`src/rtl/uart_rx_fifo_if.sv`:
```
// Byte-stream and status bundle between a UART receiver, the RX FIFO and its consumer.
// slave is the FIFO side; master is the receiver/consumer side driving it.
interface uart_rx_fifo_if #(
  parameter int unsigned DEPTH     = 16,
  parameter int unsigned ERR_CNT_W = 8
);
  logic                     rx_done;
  logic [7:0]               rx_data;
  logic                     rx_error;
  logic                     rd_ready;
  logic                     clr_status;
  logic                     rd_valid;
  logic [7:0]               rd_data;
  logic [$clog2(DEPTH):0]   count;
  logic                     full;
  logic                     empty;
  logic                     overflow;
  logic [ERR_CNT_W-1:0]     frame_err_cnt;

  modport slave (
    input  rx_done, rx_data, rx_error, rd_ready, clr_status,
    output rd_valid, rd_data, count, full, empty, overflow, frame_err_cnt
  );

  modport master (
    output rx_done, rx_data, rx_error, rd_ready, clr_status,
    input  rd_valid, rd_data, count, full, empty, overflow, frame_err_cnt
  );
endinterface

```
`src/rtl/uart_rx_fifo.sv`:
```
// First-word-fall-through byte FIFO behind a UART receiver, with sticky overflow
// and a saturating framing-error counter.
module uart_rx_fifo #(
  parameter int unsigned DEPTH     = 16,
  parameter int unsigned ERR_CNT_W = 8
) (
  input  logic           clk,
  input  logic           rst,
  uart_rx_fifo_if.slave  bus
);

  localparam int unsigned AW = $clog2(DEPTH);

  logic [7:0]           mem [DEPTH];
  logic [AW-1:0]        wr_ptr;
  logic [AW-1:0]        rd_ptr;
  logic [AW:0]          cnt;
  logic                 ovf;
  logic [ERR_CNT_W-1:0] err_cnt;
  logic                 rx_error_q;

  logic is_full;
  logic is_empty;
  logic wr_en;
  logic rd_en;
  logic drop;
  logic frame_evt;

  always_comb begin
    is_full   = (cnt == (AW+1)'(DEPTH));
    is_empty  = (cnt == '0);
    rd_en     = !is_empty && bus.rd_ready;
    // A read in the same cycle frees the slot, so a full FIFO still accepts.
    wr_en     = bus.rx_done && (!is_full || rd_en);
    drop      = bus.rx_done && !wr_en;
    frame_evt = bus.rx_error && !rx_error_q;
  end

  always_ff @(posedge clk) begin
    if (!rst && wr_en) begin
      mem[wr_ptr] <= bus.rx_data;
    end
  end

  always_ff @(posedge clk) begin
    if (rst) begin
      wr_ptr <= '0;
      rd_ptr <= '0;
      cnt    <= '0;
    end else begin
      if (wr_en) begin
        wr_ptr <= wr_ptr + 1'b1;
      end
      if (rd_en) begin
        rd_ptr <= rd_ptr + 1'b1;
      end
      case ({wr_en, rd_en})
        2'b10:   cnt <= cnt + 1'b1;
        2'b01:   cnt <= cnt - 1'b1;
        default: cnt <= cnt;
      endcase
    end
  end

  // Status events take priority over a coincident clear.
  always_ff @(posedge clk) begin
    if (rst) begin
      ovf        <= 1'b0;
      err_cnt    <= '0;
      rx_error_q <= 1'b0;
    end else begin
      rx_error_q <= bus.rx_error;

      if (drop) begin
        ovf <= 1'b1;
      end else if (bus.clr_status) begin
        ovf <= 1'b0;
      end

      if (frame_evt) begin
        if (bus.clr_status) begin
          err_cnt <= ERR_CNT_W'(1);
        end else if (err_cnt != '1) begin
          err_cnt <= err_cnt + 1'b1;
        end
      end else if (bus.clr_status) begin
        err_cnt <= '0;
      end
    end
  end

  always_comb begin
    bus.rd_valid      = !is_empty;
    bus.rd_data       = is_empty ? 8'h00 : mem[rd_ptr];
    bus.count         = cnt;
    bus.full          = is_full;
    bus.empty         = is_empty;
    bus.overflow      = ovf;
    bus.frame_err_cnt = err_cnt;
  end

endmodule

```
`src/flat_wrapper.sv`:
```
// flat-port wrapper written by rule: the top's interface ports become plain ports
module uart_rx_fifo_flat 
#(
  parameter int unsigned DEPTH     = 16,
  parameter int unsigned ERR_CNT_W = 8
)
  (clk, rst, bus_rx_done, bus_rx_data, bus_rx_error, bus_rd_ready, bus_clr_status, bus_rd_valid, bus_rd_data, bus_count, bus_full, bus_empty, bus_overflow, bus_frame_err_cnt);
  uart_rx_fifo_if #(.DEPTH(DEPTH), .ERR_CNT_W(ERR_CNT_W)) bus_i ();
  input  logic clk;
  input  logic rst;
  input wire logic [$bits(bus_i.rx_done)-1:0] bus_rx_done;
  input wire logic [$bits(bus_i.rx_data)-1:0] bus_rx_data;
  input wire logic [$bits(bus_i.rx_error)-1:0] bus_rx_error;
  input wire logic [$bits(bus_i.rd_ready)-1:0] bus_rd_ready;
  input wire logic [$bits(bus_i.clr_status)-1:0] bus_clr_status;
  output wire logic [$bits(bus_i.rd_valid)-1:0] bus_rd_valid;
  output wire logic [$bits(bus_i.rd_data)-1:0] bus_rd_data;
  output wire logic [$bits(bus_i.count)-1:0] bus_count;
  output wire logic [$bits(bus_i.full)-1:0] bus_full;
  output wire logic [$bits(bus_i.empty)-1:0] bus_empty;
  output wire logic [$bits(bus_i.overflow)-1:0] bus_overflow;
  output wire logic [$bits(bus_i.frame_err_cnt)-1:0] bus_frame_err_cnt;
  assign bus_i.rx_done = bus_rx_done;
  assign bus_i.rx_data = bus_rx_data;
  assign bus_i.rx_error = bus_rx_error;
  assign bus_i.rd_ready = bus_rd_ready;
  assign bus_i.clr_status = bus_clr_status;
  assign bus_rd_valid = bus_i.rd_valid;
  assign bus_rd_data = bus_i.rd_data;
  assign bus_count = bus_i.count;
  assign bus_full = bus_i.full;
  assign bus_empty = bus_i.empty;
  assign bus_overflow = bus_i.overflow;
  assign bus_frame_err_cnt = bus_i.frame_err_cnt;
  uart_rx_fifo #(.DEPTH(DEPTH), .ERR_CNT_W(ERR_CNT_W)) u_core (.clk(clk), .rst(rst), .bus(bus_i));
endmodule
```
`config.mk`:
```
export PLATFORM = sky130hd
export DESIGN_NAME = uart_rx_fifo_flat
export DESIGN_NICKNAME = d
export VERILOG_FILES = /design/src/rtl/uart_rx_fifo_if.sv /design/src/rtl/uart_rx_fifo.sv /design/src/flat_wrapper.sv
export SDC_FILE = /design/constraint.sdc
export NUM_CORES = 1
export LEC_CHECK = 0
export BUFFER_PORTS_ARGS = -buffer_cell sky130_fd_sc_hd__buf_4
export CELL_PAD_IN_SITES_DETAIL_PLACEMENT = 1
export CELL_PAD_IN_SITES_GLOBAL_PLACEMENT = 1
export CORE_ASPECT_RATIO = 1.1
export CORE_MARGIN = 4
export CORE_UTILIZATION = 40
export CTS_BUF_LIST = sky130_fd_sc_hd__clkbuf_2
export DETAILED_ROUTE_END_ITERATION = 8
export GPL_TIMING_DRIVEN = 0
export PLACE_DENSITY_LB_ADDON = 0.1
export SLEW_MARGIN = 40
export SYNTH_ARGS = -nofsm -noshare
export SYNTH_HDL_FRONTEND = slang
export SYNTH_SLANG_ARGS = --single-unit
```
`constraint.sdc`:
```
create_clock -name clk -period 2.89 [get_ports clk]
set_clock_uncertainty 0.2 [all_clocks]
set_input_delay 0.289 -clock clk [delete_from_list [all_inputs] [get_ports clk]]
set_output_delay 0.289 -clock clk [all_outputs]
set_load 0.1 [all_outputs]
```
==> run metrics <==
IO buf count=38; worst slew pin tran=854 ps; pwr dens=909 nW/um^2; DRC Markers=0; share of layout cells above drive strength 1=41.4%; core area=15,300 sq um; startpoint types=flop; nets=488; final core occ=52.6%; dpl cells=612; hpwl dp=9400 um; I/O pin cnt=39; part of the Yosys area used for sequential elements=69.5%; number of diodes=0; initial antenna violation count=0; clock-pin slew on the worst setup and hold paths=220 ps; Synthesis Warnings=0; reg2reg start=u_core.bus.count[2]; Highest Clock Rate=0.328 GHz; first-pass GRT wire length=22,700 um; DR vias/cell=5.32; RSZ-0062 raised after global routing=yes; Rel. slew slack=42.8%; Leakage=2.66 nW; largest family of logic cells by synthesized area=multiplexers; fin crit share=105%; routed wire length=14,100 um; Peak supply drop=0.00142 V; GPL Wtd Cong=0.779; Post-Synth XOR/XNOR Area=1.11%; total number of vias=3,573; vias in the first global route=4,058; Max Cap Viol=0; gr ovfl total=0; row cnt=47; Final min period=3050 ps; final setup violation count=9; post-synthesis register bit count=155; top cell type by total area after synthesis=edfxtp_1; largest net degree at the start of global routing=17; Max Fanout on Critical Path=6; Die X=128 um; final antenna-violating net count=0; Die ar.=17,900 sq um; Slew Viols, Final=0; cell area after synthesis=6310 sq um; cts bufs inserted=17; count of final hold-check violations=0; failing checks=setup timing; number of fill cells=1,427; Synth cell types=43; status=finished, violations left; First-pass DRT Iterations=4; syn nets=401; CP Class=flop to primary output; setup TNS=-1060 ps; post-synth top area share=60.9%; dpl ws=-410 ps; DRT iter0 DRCs=230; Crit. End Element=primary output; hold_sp=bus_rx_data[2]; critical path arrival=2560 ps; crit path setup slack, layout=-157 ps; Simple-Gate Fraction of Synth Area=6.40%; Max clock buf depth=2; CTS tree=built; Starting Density=41.3%; Hold WC Path Type=primary input to flop; Area Growth Syn to Fin=27.4%; Tot GR Track Use=16.9%; clock root cell=clkbuf_2; Synth Area in Compound Gates=5.33%; adder-cell share of the synthesized area=2.30%; Avg Synthesized Cell Area=16.8 sq um; post-synthesis cell count=376; Clock Sinks=155; Non-Filler Instances=672; Clock Latency Late Sink=710 ps; multiplexer area fraction after synthesis=13.3%; critical path required time=2400 ps; Area contributors post-synth=edfxtp_1 (61%), mux4_2 (11%), dfxtp_1 (8.6%); WL/cell=20.9 um; overall power=7.31 mW; H-Tree Depth=4; die height=140 um
==> through the flow <==
step | cell area (sq um) | hold WS (ps)
after CTS | 7930 | 118
final | 8040 | 215
after floorplan | 6470 | 188
after global routing | 8040 | 112
after global placement | 7000 | 252
after detailed placement | 7040 | 251
==> per-layer routing <==
metal  vias to the layer above  part of all wire [%]  track usage (%)
met5                         -                     0                0
met2                        59                    53             29.3
met3                        13                   3.2             4.29
met1                      1857                    42             20.9
li1                       1644                     -                -
met4                         0                   1.0             4.86
==> logic make-up after synthesis <==
logic type / count (synthesis)
buffers and inverters: 30
AND/OR/NAND/NOR: 81
XOR/XNOR: 8
flip-flops: 155
multiplexers: 44
AO/OA/AOI/OAI: 47
adder cells (fa/ha/maj): 11
==> final cells by class <==
class	count	area [sq um]	area share, %
plain buffers	17	161	2.01
clock buffers	17	85.1	1.06
clock inverters	15	150	1.87
inverters	10	37.5	0.467
multi-input cells	191	2240	27.8
flip-flops and latches	155	4400	54.7
well taps	196	245	3.05
repair buffers	71	724	9.01
==> cells in the final DEF (no fill, tap or decap), drive strengths merged, types with 2 or more instances in the layout <==
cell type	count
o211ai	2
nand3	4
and4	3
a31oi	3
or2	2
nor4	2
inv	12
clkbuf	22
buf	67
clkinv	8
a211oi	19
clkinvlp	3
dfxtp	27
mux4	32
o21ai	5
a41oi	2
xor2	6
nor2b	10
dlygate4sd3	16
ha	10
or3	2
nor2	36
xnor2	2
bufinv	2
nand2	9
mux2i	11
edfxtp	128
nand2b	4
nor3	4
a21oi	10
a311oi	2
==> report_power, final <==
| group | leakage, nW | internal (mW) | switching (mW) |
|---|---|---|---|
| clock network | 0.138 | 0.395 | 0.776 |
| logic | 1.14 | 1.38 | 2.20 |
| registers | 1.38 | 2.50 | 0.0680 |
==> registers in the layout, summed over array words and instances (netlist names), named ones only <==
name and cells:
u_core.rx_error_q 1, u_core.wr_ptr 4, u_core.rd_ptr 4, u_core.bus.frame_err_cnt 8, u_core.bus.overflow 1, u_core.bus.count 5
u_core.mem 128
==> cells in the mapped netlist <==
cell type / instances
o21ai_1: 1
a211oi_1: 19
nor2b_1: 10
ha_1: 10
o211ai_1: 2
a41oi_1: 2
edfxtp_1: 128
buf_1: 5
or2_2: 2
nor4bb_1: 1
nand3_1: 4
dfxtp_1: 27
or4_1: 1
nor2_2: 1
buf_2: 8
buf_4: 2
o41ai_1: 1
mux2i_1: 11
nor2_1: 35
a21o_1: 1
o21ai_0: 3
o21ai_2: 1
a311oi_1: 2
xnor2_1: 2
and4_1: 3
nor3_1: 4
nand4_1: 1
mux2_2: 1
clkbuf_1: 5
nand2b_1: 4
nor4_1: 2
xor2_1: 6
fa_1: 1
o311ai_1: 1
a21oi_1: 10
nand2_1: 9
a31oi_1: 3
and4b_1: 1
o31ai_4: 1
nand3b_1: 1
or3_1: 2
inv_1: 10
mux4_2: 32
==> worst max-delay path, cell delays in order (launching register included) <==
cell and delay [ps]:
dfxtp_2 380, buf_8 130, buf_12 130, mux4_2 500, nor2b_4 150, a211oi_4 250, a211oi_4 90, buf_12 190
==> path summary, 6_finish.rpt <==
check	to	slack, ps	depth (start not counted)
setup / recovery	bus_rd_data[2]	-160	7
hold / removal	u_core.mem[11][2]	220	2
setup reg to reg	u_core.bus.count[4]	-90	9
hold reg to reg	u_core.bus.frame_err_cnt[1]	330	2
==> timing repair <==
action,in CTS,in global routing
hold buffers,16,0
endpoints found under the setup margin,12,12
buffers inserted,14,3
pin swaps,18,11
gates cloned,1,0
hold endpoints to repair,152,0
resized for setup,88,23
Power figures use the tool's default switching activity.
